`config.mk`:
```
export PLATFORM = sky130hd
export DESIGN_NAME = riscv_v_rf_wb
export DESIGN_NICKNAME = d
export VERILOG_FILES = /design/src/rtl/riscv_v_pkg.sv /design/src/rtl/riscv_v_wb_byte_en.sv /design/src/rtl/riscv_v_rf_wb.sv
export SDC_FILE = /design/constraint.sdc
export NUM_CORES = 1
export LEC_CHECK = 0
export BUFFER_PORTS_ARGS = -buffer_cell sky130_fd_sc_hd__buf_2
export CAP_MARGIN = 20
export CORE_MARGIN = 2
export CORE_UTILIZATION = 50
export CTS_CLUSTER_SIZE = 40
export DETAILED_ROUTE_END_ITERATION = 12
export MAX_ROUTING_LAYER = met4
export PLACE_DENSITY_LB_ADDON = 0.1
export SLEW_MARGIN = 25
export SYNTH_ARGS = -nofsm -noshare
export SYNTH_HDL_FRONTEND = slang
export SYNTH_SLANG_ARGS = --single-unit
```
`constraint.sdc`:
```
create_clock -name clk -period 7.3 [get_ports clk]
set_clock_uncertainty 0.2 [all_clocks]
set_input_delay 0.73 -clock clk [delete_from_list [all_inputs] [get_ports clk]]
set_output_delay 0.73 -clock clk [all_outputs]
set_load 0.005 [all_outputs]
```
`src/rtl/riscv_v_pkg.sv`:
```
// Shared vector-unit types: register geometry, data/address/enable types, SEW/LMUL encodings
// and the writeback sequencer state enum.
package riscv_v_pkg;

   localparam int unsigned RISCV_V_NUM_BYTES_DATA = 16;
   localparam int unsigned RISCV_V_NUM_REGS       = 32;

   typedef logic [8*RISCV_V_NUM_BYTES_DATA-1:0]  riscv_v_data_t;
   typedef logic [$clog2(RISCV_V_NUM_REGS)-1:0]  riscv_v_rf_addr_t;
   typedef logic [RISCV_V_NUM_BYTES_DATA-1:0]    riscv_v_rf_wr_en_t;

   typedef enum logic [1:0] {Sew8, Sew16, Sew32, Sew64} riscv_v_sew_t;
   typedef enum logic [1:0] {Lmul1, Lmul2, Lmul4, Lmul8} riscv_v_lmul_t;
   typedef enum logic [1:0] {StIdle, StBusy, StFlush} riscv_v_wb_state_t;

endpackage

```
`src/rtl/riscv_v_wb_byte_en.sv`:
```
// Per-byte write enable for beat k of a register group: a byte is enabled when its element lies
// below vl_eff (and, with RISCV_V_WB_MASK_EN, its v0 mask bit is set or the op is unmasked).
module riscv_v_wb_byte_en
   import riscv_v_pkg::*;
#(
   parameter int unsigned NUM_BYTES = RISCV_V_NUM_BYTES_DATA,
   parameter int unsigned VL_W      = $clog2(8*NUM_BYTES)+1
) (
   input  logic [2:0]             k,
   input  riscv_v_sew_t           sew,
   input  logic [VL_W-1:0]        vl_eff,
`ifdef RISCV_V_WB_MASK_EN
   input  logic                   vm,
   input  logic [8*NUM_BYTES-1:0] mask,
`endif
   output logic [NUM_BYTES-1:0]   byte_en
);

   localparam int unsigned MaskIdxW = $clog2(8*NUM_BYTES);

   int unsigned elem;

   always_comb begin
      byte_en = '0;
      elem    = 0;
      for (int unsigned b = 0; b < NUM_BYTES; b++) begin
         elem       = 32'(k) * (NUM_BYTES >> sew) + (b >> sew);
         byte_en[b] = elem < 32'(vl_eff);
`ifdef RISCV_V_WB_MASK_EN
         if (!vm && !mask[elem[MaskIdxW-1:0]]) begin
            byte_en[b] = 1'b0;
         end
`endif
      end
   end

endmodule

```
`src/rtl/riscv_v_rf_wb.sv`:
```
// Vector writeback sequencer: turns one request plus nregs result beats into registered RF
// writes with tail-undisturbed byte enables. Define RISCV_V_WB_MASK_EN to add v0 masking.
module riscv_v_rf_wb
   import riscv_v_pkg::*;
#(
   parameter int unsigned NUM_BYTES = RISCV_V_NUM_BYTES_DATA,
   parameter int unsigned VL_W      = $clog2(8*NUM_BYTES)+1
) (
   input  logic                   clk,
   input  logic                   rst,
   input  logic                   req_valid,
   output logic                   req_ready,
   input  riscv_v_rf_addr_t       req_vd,
   input  logic [1:0]             req_sew,
   input  logic [1:0]             req_lmul,
   input  logic [VL_W-1:0]        req_vl,
`ifdef RISCV_V_WB_MASK_EN
   input  logic                   req_vm,
   input  logic [8*NUM_BYTES-1:0] req_mask,
`endif
   input  logic                   beat_valid,
   output logic                   beat_ready,
   input  riscv_v_data_t          beat_data,
   output riscv_v_rf_addr_t       rf_wr_addr,
   output riscv_v_data_t          rf_wr_data,
   output riscv_v_rf_wr_en_t      rf_wr_en,
   output logic                   done,
   output logic                   err
);

   riscv_v_wb_state_t state_q, state_d;
   riscv_v_rf_addr_t  vd_q, vd_d;
   riscv_v_sew_t      sew_q, sew_d;
   riscv_v_lmul_t     lmul_q, lmul_d;
   logic [VL_W-1:0]   vl_q, vl_d;
   logic [2:0]        k_q, k_d;
   logic              err_q, err_d;
   riscv_v_rf_addr_t  wr_addr_q, wr_addr_d;
   riscv_v_data_t     wr_data_q, wr_data_d;
   riscv_v_rf_wr_en_t wr_en_q, wr_en_d;
`ifdef RISCV_V_WB_MASK_EN
   logic                   vm_q, vm_d;
   logic [8*NUM_BYTES-1:0] mask_q, mask_d;
`endif

   logic [VL_W-1:0]   vlmax, vl_clip;
   riscv_v_rf_addr_t  grp_mask;
   logic [2:0]        last_k;
   riscv_v_rf_wr_en_t beat_en;

   assign vlmax    = VL_W'((NUM_BYTES >> req_sew) << req_lmul);
   assign vl_clip  = (req_vl < vlmax) ? req_vl : vlmax;
   // Low address bits that must be zero for the group base to be LMUL-aligned.
   assign grp_mask = riscv_v_rf_addr_t'((6'd1 << req_lmul) - 6'd1);
   assign last_k   = 3'((4'd1 << lmul_q) - 4'd1);

   riscv_v_wb_byte_en #(
      .NUM_BYTES (NUM_BYTES),
      .VL_W      (VL_W)
   ) u_byte_en (
      .k       (k_q),
      .sew     (sew_q),
      .vl_eff  (vl_q),
`ifdef RISCV_V_WB_MASK_EN
      .vm      (vm_q),
      .mask    (mask_q),
`endif
      .byte_en (beat_en)
   );

   always_comb begin
      state_d   = state_q;
      vd_d      = vd_q;
      sew_d     = sew_q;
      lmul_d    = lmul_q;
      vl_d      = vl_q;
      k_d       = k_q;
      err_d     = err_q;
      wr_addr_d = wr_addr_q;
      wr_data_d = wr_data_q;
      wr_en_d   = '0;
`ifdef RISCV_V_WB_MASK_EN
      vm_d      = vm_q;
      mask_d    = mask_q;
`endif
      unique case (state_q)
         StIdle: begin
            if (req_valid) begin
               vd_d   = req_vd;
               sew_d  = riscv_v_sew_t'(req_sew);
               lmul_d = riscv_v_lmul_t'(req_lmul);
               vl_d   = vl_clip;
               k_d    = '0;
               err_d  = (req_vd & grp_mask) != '0;
`ifdef RISCV_V_WB_MASK_EN
               vm_d   = req_vm;
               mask_d = req_mask;
`endif
               state_d = (err_d || vl_clip == '0) ? StFlush : StBusy;
            end
         end
         StBusy: begin
            if (beat_valid) begin
               wr_en_d   = beat_en;
               wr_addr_d = vd_q + riscv_v_rf_addr_t'(k_q);
               wr_data_d = beat_data;
               k_d       = k_q + 3'd1;
               if (k_q == last_k) begin
                  state_d = StFlush;
               end
            end
         end
         StFlush: state_d = StIdle;
         default: state_d = StIdle;
      endcase
   end

   always_ff @(posedge clk) begin
      if (rst) begin
         state_q   <= StIdle;
         vd_q      <= '0;
         sew_q     <= Sew8;
         lmul_q    <= Lmul1;
         vl_q      <= '0;
         k_q       <= '0;
         err_q     <= 1'b0;
         wr_addr_q <= '0;
         wr_data_q <= '0;
         wr_en_q   <= '0;
`ifdef RISCV_V_WB_MASK_EN
         vm_q      <= 1'b1;
         mask_q    <= '0;
`endif
      end else begin
         state_q   <= state_d;
         vd_q      <= vd_d;
         sew_q     <= sew_d;
         lmul_q    <= lmul_d;
         vl_q      <= vl_d;
         k_q       <= k_d;
         err_q     <= err_d;
         wr_addr_q <= wr_addr_d;
         wr_data_q <= wr_data_d;
         wr_en_q   <= wr_en_d;
`ifdef RISCV_V_WB_MASK_EN
         vm_q      <= vm_d;
         mask_q    <= mask_d;
`endif
      end
   end

   assign req_ready  = state_q == StIdle;
   assign beat_ready = state_q == StBusy;
   assign done       = state_q == StFlush;
   assign err        = done && err_q;
   assign rf_wr_addr = wr_addr_q;
   assign rf_wr_data = wr_data_q;
   assign rf_wr_en   = wr_en_q;

endmodule

```
* Yosys cells after proc, flatten, opt, wreduce, memory -nomap -nowiden
Cells that the tools add are included.
** Storage, ports and cells
- Word-level logic and storage cells :: 98
- Input port bits :: 149
- Flip-flop bits (word level) :: 172
** Operators by class
- Equal/unequal tests :: 6
- Reductions and logical operators :: 11
- Shifts and indexed selects :: 21
- Multiply operators :: 1
- Order comparisons :: 17
- Add/sub/neg operators :: 20
- Muxes and demuxes :: 9
- Bitwise gates (word level) :: 3
** Operators by type and width (count)
- $add A32 B32 Y32 :: 16
- $lt A32 B8 Y1 :: 16
- $shr A4 B2 Y32 const A :: 8
- $shr A3 B2 Y32 const A :: 4
- $shr A1 B2 Y32 const A :: 2
- $shr A2 B2 Y32 const A :: 2
- $shr A5 B2 Y32 const A :: 2
- $mul A3 B32 Y32 :: 1
- $shl A32 B2 Y8 :: 1
- $logic_not A8 Y1 :: 1
- $lt A8 B8 Y1 :: 1
- $mux W2 :: 4
- $mux W8 :: 1
- $mux W3 :: 2
- $pmux W3 S2 :: 1
- $reduce_and A3 Y1 :: 2
- $add A5 B3 Y5 :: 1
- $and A5 B5 Y5 :: 1
- $reduce_bool A5 Y1 :: 1
- $shl A1 B2 Y5 const A :: 1
- $sub A5 B1 Y5 const B :: 1
- $ne A2 B2 Y1 const B :: 2
- $pmux W2 S2 :: 1
- $reduce_and A2 Y1 :: 2
- 13 further kinds :: 14

* Longest topological paths before layout
Gate-level depths: netlist (run 1).
- Depth after elaboration :: 9
- Depth in mapped cells :: 17
- Mapped depth without buffers :: 17

* By module
From an unflattened synthesis (run 1), not the netlist that was laid out.
** Second synthesis, totals
- Cells, all modules :: 1111
- Area total of the unflattened synthesis :: 9027.4 um2
** Modules (own cells, without submodules)
- riscv_v_rf_wb :: sequential area each 3443.3 um2, cells an instance 789, area each 6359.8 um2, times used 1
- riscv_v_wb_byte_en :: sequential area each 0.0 um2, cells an instance 322, area each 2667.6 um2, times used 1

* Worst setup path after synthesis (run 1)
OpenSTA, ideal clock, no wires.
- Path kind :: flip-flop to flip-flop
- Start :: register sew_q[1]
- End :: register wr_en_q[2], in the netlist rf_wr_en[2]
- Cell stages (with the launch flop) :: 17
- Setup slack :: 2.916 ns
- Library setup time :: 0.064 ns
- Data arrival time :: 4.120 ns
- Clock period less this slack :: 4.384 ns
- Buffers on the path :: 2
- Cells stage by stage :: dfxtp_1 inv_1 ha_1 and2_1 fa_1 ha_1 fa_1 clkbuf_1 buf_1 a31oi_1 a31oi_1 ha_1 a21o_1 a21o_1 a211oi_1 o31ai_1 nor2_1
** On the way
- Longest elaborated chain between the ends :: 4
- Elaborated cells between the ends (all ways) :: 5
- Classes of those cells :: 1 x add/sub; 1 x mul; 1 x order compare; 2 x shift
** Ends and longest elaborated chain
- from (decl) :: line riscv_v_rf_wb.sv:33 : riscv_v_sew_t sew_q, sew_d;
- from (signal assigned) :: line riscv_v_rf_wb.sv:122 : sew_q <= Sew8;
- from (signal assigned) :: line riscv_v_rf_wb.sv:137 : sew_q <= sew_d;
- $shr A5 B2 Y32 :: line riscv_v_wb_byte_en.sv:27 : elem = 32'(k) * (NUM_BYTES >> sew) + (b >> sew);
- $mul A3 B32 Y32 :: line riscv_v_wb_byte_en.sv:27
- $add A32 B32 Y32 (*) :: line riscv_v_wb_byte_en.sv:27
- $lt A32 B8 Y1 (*) :: line riscv_v_wb_byte_en.sv:28 : byte_en[b] = elem < 32'(vl_eff);
- to (signal assigned) :: line riscv_v_rf_wb.sv:144 : wr_en_q <= wr_en_d;
- to (decl) :: line riscv_v_rf_wb.sv:40 : riscv_v_rf_wr_en_t wr_en_q, wr_en_d;
Every way passes the cells marked *; elsewhere a longest branch is shown, timed or not.
A chain may end at the register's enable or synchronous reset.

* Worst setup path after layout (run 1)
- Start :: register sew_q[1]
- End :: register wr_en_q[6], in the netlist rf_wr_en[6]
The elaborated chain is that of the path after synthesis.

==> summary.md, run 1 <==
| Metric | Value |
|---|---|
| First-pass GRT wire length | `37800 um` |
| Bufs and invs on worst path | `3` |
| Multi-input gate area | `5160 um^2` |
| Layout Cells excl Fill | `1593` |
| Top-count cell post-synth | `nand2_1` |
| Mapped Area | `8970 um^2` |
| Minimum clock period | `5.28 ns` |
| Skew-Pair Late Insertion Delay | `0.43 ns` |
| Synth Area in Adders | `14.8%` |
| Seq cells post-synth | `172` |
| Largest net degree at the start of global routing | `97` |
| Via count | `8279` |
| CP most frequent cell | `ha_1` |
| Number of flops mapped to enable cells by yosys | `0` |
| Hpwl dp | `17600 um` |
| DRC | `0` |
| Fmax | `0.189 GHz` |
| Yosys warnings | `0` |
| Ant diodes | `0` |
| Register area | `3440 um^2` |
| Hold Vio Cnt, Final | `0` |
| Wire per inst | `15.3 um` |
| CP max stage delay | `0.73 ns` |
| Total wire length | `24400 um` |
| Grt total ovfl | `0` |
| Placed Instances | `1561` |
| Critical Path RT | `7.47 ns` |
| Core ar. | `17400 um^2` |
| Antenna violations before repair | `0` |
| Mux cell area share after synthesis | `0%` |
| Crit path max fanout | `13` |
| TritonCTS clock tree | `yes` |
| CP top delay family | `adder cells` |
| Routed Antenna Nets | `0` |
| RSZ-0062 raised after global routing | `false` |
| Peak supply drop | `0.000166 V` |
| Root Buffer | `clkbuf_16` |
| Initial DRC count | `469` |
| Row Count | `48` |
| Worst Path Arrival | `5.45 ns` |
| Fillcell total | `1572` |
| P_leak | `0.00515 uW` |
| Vias in the first global route | `7689` |
| Post-CTS sizing | `0` |
| CP Cell Sequence | `inv_1, ha_1, nand2_1, fa_1, inv_1, ha_1, a21o_1, a21oi_2, xor2_2, inv_2, nand4_1, xnor2_1, ha_1, and4_1, a2111oi_0, o31ai_1, nor2_1` |
| Layout cell share with drive strength beyond 1 | `26.3%` |
| Worst hold-check path type | `flip-flop to flip-flop` |
| Yosys cell types | `57` |
| Final setup vio count | `0` |
| Slew Viols, Final | `0` |
| Slowest CP cell | `xor2_2` |
| IO buf count | `301` |
| Die height | `138 um` |
| Synthesized area per cell | `8.20 um^2` |
| Final Util | `63.8%` |
| Post-synth top area cell | `dfxtp_1` |
| GPL Wtd Cong | `0.843` |
| Dominant synthesized flop cell | `dfxtp_1` |
| Number of vias per cell | `5.20` |
| Simple-gate area share of the yosys netlist | `20.5%` |
| Register area share after synthesis | `38.4%` |
| TNS Setup | `0 ns` |
| Outcome | `finished, final reports clean` |
| CP Launch Type | `flip-flop` |
| Top-area cell type share of the netlist area | `38.4%` |
| CTS buffer count | `17` |
| Largest family of logic cells by synthesized area | `simple AND/OR/NAND/NOR gates` |
| H-tree depth | `4` |
| Initial Util | `51.5%` |
| Clock Tree Buf Depth | `2` |
| Power Dens Cells | `201 nW/um^2` |
| Ys async rst share | `0%` |
| Relative slew slack | `32.9%` |
| Total GRT Usage | `25.7%` |
| Number of I/O pins | `302` |
| Fin nets | `1604` |
| Die area | `19000 um^2` |
| Reg clk slew, reported paths | `0.08 ns` |
| Setup crit end kind | `flip-flop` |
| Fin crit share | `72.4%` |
| Critical path class | `flip-flop to flip-flop` |
| Worst slew pin tran | `1.01 ns` |
| Initial DRT Pass Iterations | `5` |
| Clk sinks | `172` |
| Syn nets | `1343` |
| # Post-CTS Setup Buffers | `0` |
| Synth top area cells | `dfxtp_1 38%, nand2_1 13%, ha_1 13%` |
| Cells after synthesis | `1094` |
| Synth Area in Compound Gates | `18.4%` |
| Synth cell count leaders | `302 x nand2_1, 176 x a21oi_1, 172 x dfxtp_1, 90 x ha_1, 41 x nor2_1` |
| Synth-to-layout area growth | `23.9%` |
| Die W | `138 um` |
| Max Cap Violations | `0` |
| Hold_buf cts | `0` |
| XOR/XNOR share of the synthesized area | `3.70%` |
## sequential cells by signal (all words and copies together) (netlist names)
name	count
rf_wr_addr	5
vd_q	5
rf_wr_en	16
sew_q	2
state_q	2
err_q	1
vl_q	8
k_q	3
rf_wr_data	128
lmul_q	2
## per-layer routing
metal | vias up | wire length, um | GRT usage, %
met4 | 0 | 478 | 6.58
met5 | - | 0 | -
met3 | 37 | 1410 | 5.67
met2 | 235 | 12100 | 42.3
li1 | 4248 | - | -
met1 | 3759 | 10400 | 32.1
## final timing paths
check                              start                     endpoint  slack, ns  depth (start not counted)
min          rf_wr_data[44]$_SDFFE_PP0P_  rf_wr_data[44]$_SDFFE_PP0P_       0.25                          2
max                sew_q[1]$_SDFFE_PP0P_       rf_wr_en[6]$_SDFF_PP0_       2.02                         17
min reg2reg  rf_wr_data[44]$_SDFFE_PP0P_  rf_wr_data[44]$_SDFFE_PP0P_       0.25                          2
max reg2reg        sew_q[1]$_SDFFE_PP0P_       rf_wr_en[6]$_SDFF_PP0_       2.02                         17
## cell type report
class | count | area share [%]
clock buffer | 17 | 3.83
clock inverter | 15 | 1.59
inverter | 23 | 0.777
multi-input combinational | 836 | 46.4
sequential | 172 | 31.0
tap | 225 | 2.53
timing repair buffer | 305 | 13.8
## tightest hold or removal path, stage by stage (launching register included)
cell	delay, ns
dfxtp_1	0.31
nand2_1	0.05
a21oi_1	0.05
## cell usage in the layout (no fill, tap or decap), types with 3 or more instances in the layout
cell type    n
fa_1        10
nand2b_1     7
a21o_1      23
a211oi_1     4
a21boi_0     8
buf_4        5
buf_2      300
a21oi_1    176
nor2_1      41
o311ai_2     4
dfxtp_1    172
ha_1        90
a31oi_1      7
nand2_1    301
xor2_1      11
and2_1      11
o31ai_1      3
nor3_1       4
inv_1       21
a311oi_2     4
clkbuf_16   17
nand4_1     16
clkinv_8     5
nor4_1       3
and4_1       3
xnor2_1     25
o211ai_1     9
nand3_1      7
o21ai_0     16
nor2b_1     15
inv_6        3
or2_0        3
## through the flow
step	area [um^2]	setup WS [ns]	total power, uW	hold WS (ns)
floorplan	8970	2.92	1220	0.241
CTS	11100	2.11	2240	0.253
global placement	10500	2.29	1330	0.238
global route	11100	1.64	2340	0.268
finish	11100	2.02	2230	0.251
detailed placement	10500	2.16	1340	0.243
## report_power, final
group	total (uW)	internal, uW	switching (uW)
clock	907	463	444
sequential	987	969	17.6
combinational	336	139	196
total	2230	1570	658
## logic make-up (layout without fill, tap and decap cells)
| group | count (synthesis) | in the layout |
|---|---|---|
| adders and majority gates | 100 | 100 |
| buffers and inverters | 86 | 360 |
| and+or+nand+nor | 426 | 426 |
| DFF | 172 | 172 |
| xor gates and xnor gates | 37 | 37 |
| AOI/OAI and AO/OA | 273 | 273 |
(Power assumes the default switching activity.)
==> inputs of run 2 (changes only) <==
==> constraint.sdc (replaced) <==
create_clock -name clk -period 5.2 [get_ports clk]
set_clock_uncertainty 0.2 [all_clocks]
set_input_delay 0.52 -clock clk [delete_from_list [all_inputs] [get_ports clk]]
set_output_delay 0.52 -clock clk [all_outputs]
set_load 0.005 [all_outputs]
==> run 2 against run 1 <==
Net effect:
- utilization is 0.34 points higher
- first-iteration DRC count grew 4.9%
- global-route usage is essentially flat
==> summary.md, run 2 (same netlist as run 1, synthesis figures left out) <==
| Metric | Value |
|---|---|
| Root Buffer | `clkbuf_16` |
| Fillcell total | `1595` |
| Minimum clock period | `4.65 ns` |
| Critical Path RT | `5.38 ns` |
| CP most frequent cell | `ha_1` |
| CTS buffer count | `17` |
| Die W | `138 um` |
| Power share of the clock group | `41.1%` |
| Total GRT Usage | `25.7%` |
| Number of I/O pins | `302` |
| Flop pwr share | `44.0%` |
| CP Launch Type | `flip-flop` |
| Final setup vio count | `0` |
| Final Util | `64.2%` |
| CP max stage delay | `0.45 ns` |
| Hold_buf cts | `0` |
| Reg clk slew, reported paths | `0.08 ns` |
| Clock Tree Buf Depth | `2` |
| Commonest non-fill, non-tap cell in the layout | `nand2_1` |
| Fin nets | `1609` |
| Synth-to-layout area growth | `24.6%` |
| Comb power frac | `15.0%` |
| Vias in the first global route | `7523` |
| H-tree depth | `4` |
| Initial DRC count | `492` |
| Hpwl dp | `17900 um` |
| Total wire length | `24700 um` |
| Antenna violations before repair | `0` |
| Relative slew slack | `31.0%` |
| Skew-Pair Late Insertion Delay | `0.43 ns` |
| Max reg flops | `128` |
| Fin crit share | `89.3%` |
| Slowest CP cell | `ha_1` |
| Wire per inst | `15.4 um` |
| Post-CTS sizing | `0` |
| Via count | `8318` |
| Peak supply drop | `0.000255 V` |
| Fmax | `0.215 GHz` |
| Clk sinks | `172` |
| Crit path max fanout | `13` |
| Layout cell share with drive strength beyond 1 | `26.5%` |
| Initial Util | `51.5%` |
| RSZ-0062 raised after global routing | `false` |
| Number of vias per cell | `5.21` |
| Worst hold-check path type | `primary input to flip-flop` |
| Hold Vio Cnt, Final | `0` |
| P_leak | `0.00519 uW` |
| Setup crit end kind | `flip-flop` |
| DRC | `0` |
| Die area | `19000 um^2` |
| IO buf count | `301` |
| Worst Path Arrival | `4.83 ns` |
| Critical path class | `flip-flop to flip-flop` |
| Worst slew pin tran | `1.03 ns` |
| Power Dens Cells | `282 nW/um^2` |
| First-pass GRT wire length | `37400 um` |
| Internal Pwr Total | `2240 uW` |
| Slew Viols, Final | `0` |
| Most frequent cells in the layout | `301 x nand2_1, 300 x buf_2, 176 x a21oi_1, 172 x dfxtp_1, 90 x ha_1` |
| GPL Wtd Cong | `0.858` |
| Outcome | `finished, final reports clean` |
| Grt total ovfl | `0` |
| Initial DRT Pass Iterations | `5` |
| Core ar. | `17400 um^2` |
| Sw Pwr | `907 uW` |
| Routed Antenna Nets | `0` |
| Largest net degree at the start of global routing | `99` |
| TritonCTS clock tree | `yes` |
| Switching share of total power | `28.8%` |
| Max Cap Violations | `0` |
| Die height | `138 um` |
| CP Cell Sequence | `inv_1, ha_1, and2_1, fa_1, ha_1, fa_1, xor2_1, buf_4, nand2_1, nor2_1, xnor2_1, ha_1, a21o_1, a2111oi_0, o31ai_1, nor2_1` |
| Row Count | `48` |
| TNS Setup | `0 ns` |
| # Post-CTS Setup Buffers | `0` |
==> run 2: cell count changes in the layout (fill, tap and decap cells not counted) <==
cell        previous run  this run
inv_12                 1         0
inv_6                  3         1
clkinv_4               2         5
diode_2                0         1
inv_8                  2         4
bufinv_16              0         1
clkinvlp_4             1         0
buf_16                 0         1
buf_4                  5         9
clkinv_2               1         0
clkinv_8               5         3
==> run 2: worst paths after layout <==
path / from / to / slack, ns / cells past startpoint
hold reg to reg: rf_wr_data[106]$_SDFFE_PP0P_ / rf_wr_data[106]$_SDFFE_PP0P_ / 0.25 / 2
setup / recovery: sew_q[1]$_SDFFE_PP0P_ / rf_wr_en[6]$_SDFF_PP0_ / 0.55 / 16
hold / removal: beat_data[42] / rf_wr_data[42]$_SDFFE_PP0P_ / 0.11 / 3
setup reg to reg: sew_q[1]$_SDFFE_PP0P_ / rf_wr_en[6]$_SDFF_PP0_ / 0.55 / 16
==> run 2: critical path: cells and delay by family, from the launching register on <==
kind,cells,cell delay [ns]
AOI/OAI and AO/OA,3,0.76
xor gates and xnor gates,2,0.33
adders and majority gates,5,1.77
buffers and inverters,2,0.48
DFF,1,0.36
and+or+nand+nor,4,0.68
==> run 2: final cells by class <==
class / instances / area [um^2] / share of cell area [%]
diodes: 1 / 2.50 / 0.0224
clock buffers: 17 / 425 / 3.81
clock inverters: 14 / 176 / 1.58
inverters: 23 / 86.3 / 0.773
multi-input cells: 836 / 5160 / 46.2
flip-flops and latches: 172 / 3440 / 30.8
well taps: 225 / 282 / 2.52
repair buffers: 310 / 1600 / 14.3
==> run 2: routing by layer <==
metal  track usage [%]  wire length (um)  vias to the layer above
li1                  -                 -                     4261
met3              7.24              1670                       27
met1              31.0             10400                     3785
met5                 -                 0                        -
met2              42.1             12200                      245
met4              7.31               359                        0
==> run 2: power groups by stage <==
| stage | Combinational [uW] | Sequential [uW] | Clock, uW |
|---|---|---|---|
| 6_report | 473 | 1390 | 1290 |
| 3_3_place_gp | 463 | 1410 | 0 |
| 2_1_floorplan | 294 | 1420 | 0 |
| 5_1_grt | 532 | 1390 | 1370 |
| 3_5_place_dp | 471 | 1420 | 0 |
| 4_1_cts | 474 | 1390 | 1320 |
==> run 2: per-stage QoR <==
stage | worst slack, ns | hold WS, ns | instances | total power, uW | area (um^2)
CTS | 0.601 | 0.0976 | 1597 | 3180 | 11200
detailed placement | 0.628 | 0.243 | 1566 | 1890 | 10600
floorplan | 0.816 | 0.241 | 1094 | 1710 | 8970
global route | 0.248 | 0.0960 | 1597 | 3300 | 11200
global placement | 0.736 | 0.238 | 1565 | 1880 | 10500
finish | 0.554 | 0.107 | 1598 | 3150 | 11200
==> inputs of run 3 (changes only) <==
--- a/config.mk
+++ b/config.mk
@@ -8,11 +8,12 @@
 export BUFFER_PORTS_ARGS = -buffer_cell sky130_fd_sc_hd__buf_2
 export CAP_MARGIN = 20
 export CORE_MARGIN = 2
-export CORE_UTILIZATION = 50
+export CORE_UTILIZATION = 30
 export CTS_CLUSTER_SIZE = 40
 export DETAILED_ROUTE_END_ITERATION = 12
 export MAX_ROUTING_LAYER = met4
 export PLACE_DENSITY_LB_ADDON = 0.1
+export SKIP_LAST_GASP = 1
 export SLEW_MARGIN = 25
 export SYNTH_ARGS = -nofsm -noshare
 export SYNTH_HDL_FRONTEND = slang
==> run 3 against run 2 <==
Net effect:
- sequential cell count is the same
- clock power grew 5%
- maximum frequency is 1.8% lower
- cell area rose by 2.1%
- largest cell class unchanged
- combinational power is 1% higher
- sequential power is essentially flat
- critical endpoint unchanged
- utilization down 26 points
- sequential share of layout area decreased by 0.64 points
- highest routed layer unchanged
==> summary.md, run 3 (same netlist as run 1, synthesis figures left out) <==
| Metric | Value |
|---|---|
| H-tree depth | `4` |
| IO buf count | `301` |
| Die W | `177 um` |
| Commonest non-fill, non-tap cell in the layout | `nand2_1` |
| Grt total ovfl | `0` |
| Worst Setup SP | `sew_q[1]$_SDFFE_PP0P_` |
| Clock Tree Buf Depth | `2` |
| Routed Antenna Nets | `0` |
| Fmax | `0.211 GHz` |
| Hold_buf cts | `0` |
| Wl on met1 | `12600 um` |
| Largest net degree at the start of global routing | `93` |
| Root Buffer | `clkbuf_16` |
| Skew-Pair Late Insertion Delay | `0.43 ns` |
| Wire per inst | `15.9 um` |
| Core ar. | `29600 um^2` |
| Register area | `3440 um^2` |
| Max Cap Violations | `0` |
| Die height | `177 um` |
| GPL Wtd Cong | `0.779` |
| Min-delay src | `beat_data[112]` |
| Layout cell share with drive strength beyond 1 | `26.6%` |
| Via count | `8305` |
| Slowest CP cell | `fa_1` |
| Worst Path Arrival | `4.90 ns` |
| Crit path max fanout | `9` |
| Highest Signal Layer | `met4` |
| Initial Util | `30.3%` |
| TNS Setup | `0 ns` |
| Post-CTS sizing | `0` |
| Initial DRT Pass Iterations | `6` |
| Clk sinks | `172` |
| Antenna violations before repair | `2` |
| Minimum clock period | `4.73 ns` |
| DR WL met3 | `1720 um` |
| Critical Path RT | `5.37 ns` |
| CP most frequent cell | `ha_1` |
| TritonCTS clock tree | `yes` |
| Setup crit end kind | `flip-flop` |
| CP Cell Sequence | `inv_1, ha_1, and2_1, fa_1, ha_1, fa_1, and2_1, nand4_1, xnor2_1, ha_1, and4_1, a2111oi_0, o31ai_1, nor2_1` |
| Fin crit share | `91.0%` |
| Fin nets | `1609` |
| P_leak | `0.00519 uW` |
| Number of vias per cell | `4.70` |
| Synth-to-layout area growth | `27.2%` |
| Vias in the first global route | `8030` |
| Reg clk slew, reported paths | `0.08 ns` |
| Total GRT Usage | `18.0%` |
| Power Dens Cells | `282 nW/um^2` |
| Most frequent cells in the layout | `301 x nand2_1, 300 x buf_2, 176 x a21oi_1, 172 x dfxtp_1, 90 x ha_1` |
| CTS buffer count | `17` |
| Worst hold-check path type | `primary input to flip-flop` |
| Multi-input gate area | `5160 um^2` |
| CP max stage delay | `0.67 ns` |
| DRC | `0` |
| Relative slew slack | `38.3%` |
| Final Util | `38.6%` |
| Critical path class | `flip-flop to flip-flop` |
| Initial DRC count | `353` |
| # Post-CTS Setup Buffers | `0` |
| CP Launch Type | `flip-flop` |
| Number of I/O pins | `302` |
| Outcome | `finished, final reports clean` |
| Max reg flops | `128` |
| Hpwl dp | `20300 um` |
| Die area | `31300 um^2` |
| Final setup vio count | `0` |
| FF-to-FF setup slack | `0.47 ns` |
| Worst slew pin tran | `0.926 ns` |
| Total wire length | `28100 um` |
| Reg-to-reg critical path startpoint | `sew_q[1]$_SDFFE_PP0P_` |
| Met2 WL | `13400 um` |
| Slew Viols, Final | `0` |
| Fillcell total | `3203` |
| Row Count | `63` |
| Hold Vio Cnt, Final | `0` |
| First-pass GRT wire length | `43000 um` |
| RSZ-0062 raised after global routing | `false` |
| Peak supply drop | `0.000176 V` |
[run 3: cell count changes in the layout (fill, tap and decap cells not counted), sizes merged]
cell,before,now
diode,1,4
clkinv,8,6
inv,28,29
clkinvlp,0,2
[run 3: final timing paths]
check	endpoint	cells after the start
hold reg to reg	rf_wr_data[23]$_SDFFE_PP0P_	2
setup reg to reg	rf_wr_en[6]$_SDFF_PP0_	14
hold / removal	rf_wr_data[112]$_SDFFE_PP0P_	3
setup / recovery	rf_wr_en[6]$_SDFF_PP0_	14
[run 3: layout make-up]
cell class / count / area share [%]
Antenna cell: 4 / 0.0877
Clock buffer: 17 / 3.73
Clock inverter: 15 / 1.73
Inverter: 23 / 0.757
Multi-Input combinational cell: 836 / 45.2
Sequential cell: 172 / 30.2
Tap cell: 390 / 4.28
Timing Repair Buffer: 310 / 14.0
[run 3: through the flow]
step                      hold WS [ns]  area, um^2  power [uW]  std cells  worst slack (ns)
after global routing            0.0928       11400        3380       1765             0.161
after global placement           0.239       10700        1900       1730             0.576
after floorplan                  0.241        8970        1710       1094             0.816
final                            0.112       11400        3210       1767             0.469
after detailed placement         0.244       10700        1900       1730             0.499
after CTS                       0.0900       11400        3270       1762             0.473
[run 3: worst max-delay path, delay by kind of cell, from the launching register on]
family          cells  cell delay (ns)
simple gates        5             1.04
xor+xnor            1             0.16
compound gates      2             0.56
flops               1             0.37
buf+inv             1             0.27
fa+ha+maj           5             2.07
[run 3: power breakdown]
part	leakage, uW	total (uW)	internal (uW)	switching, uW
clock network	0.000296	1350	698	649
registers	0.00139	1390	1360	25.7
logic	0.00350	480	197	283
total	0.00519	3210	2260	958
[run 3: metal layers]
layer	track usage, %	vias to the layer above
met5	-	-
met3	4.77	21
met1	21.9	3795
met4	4.72	0
li1	-	4270
met2	29.5	219
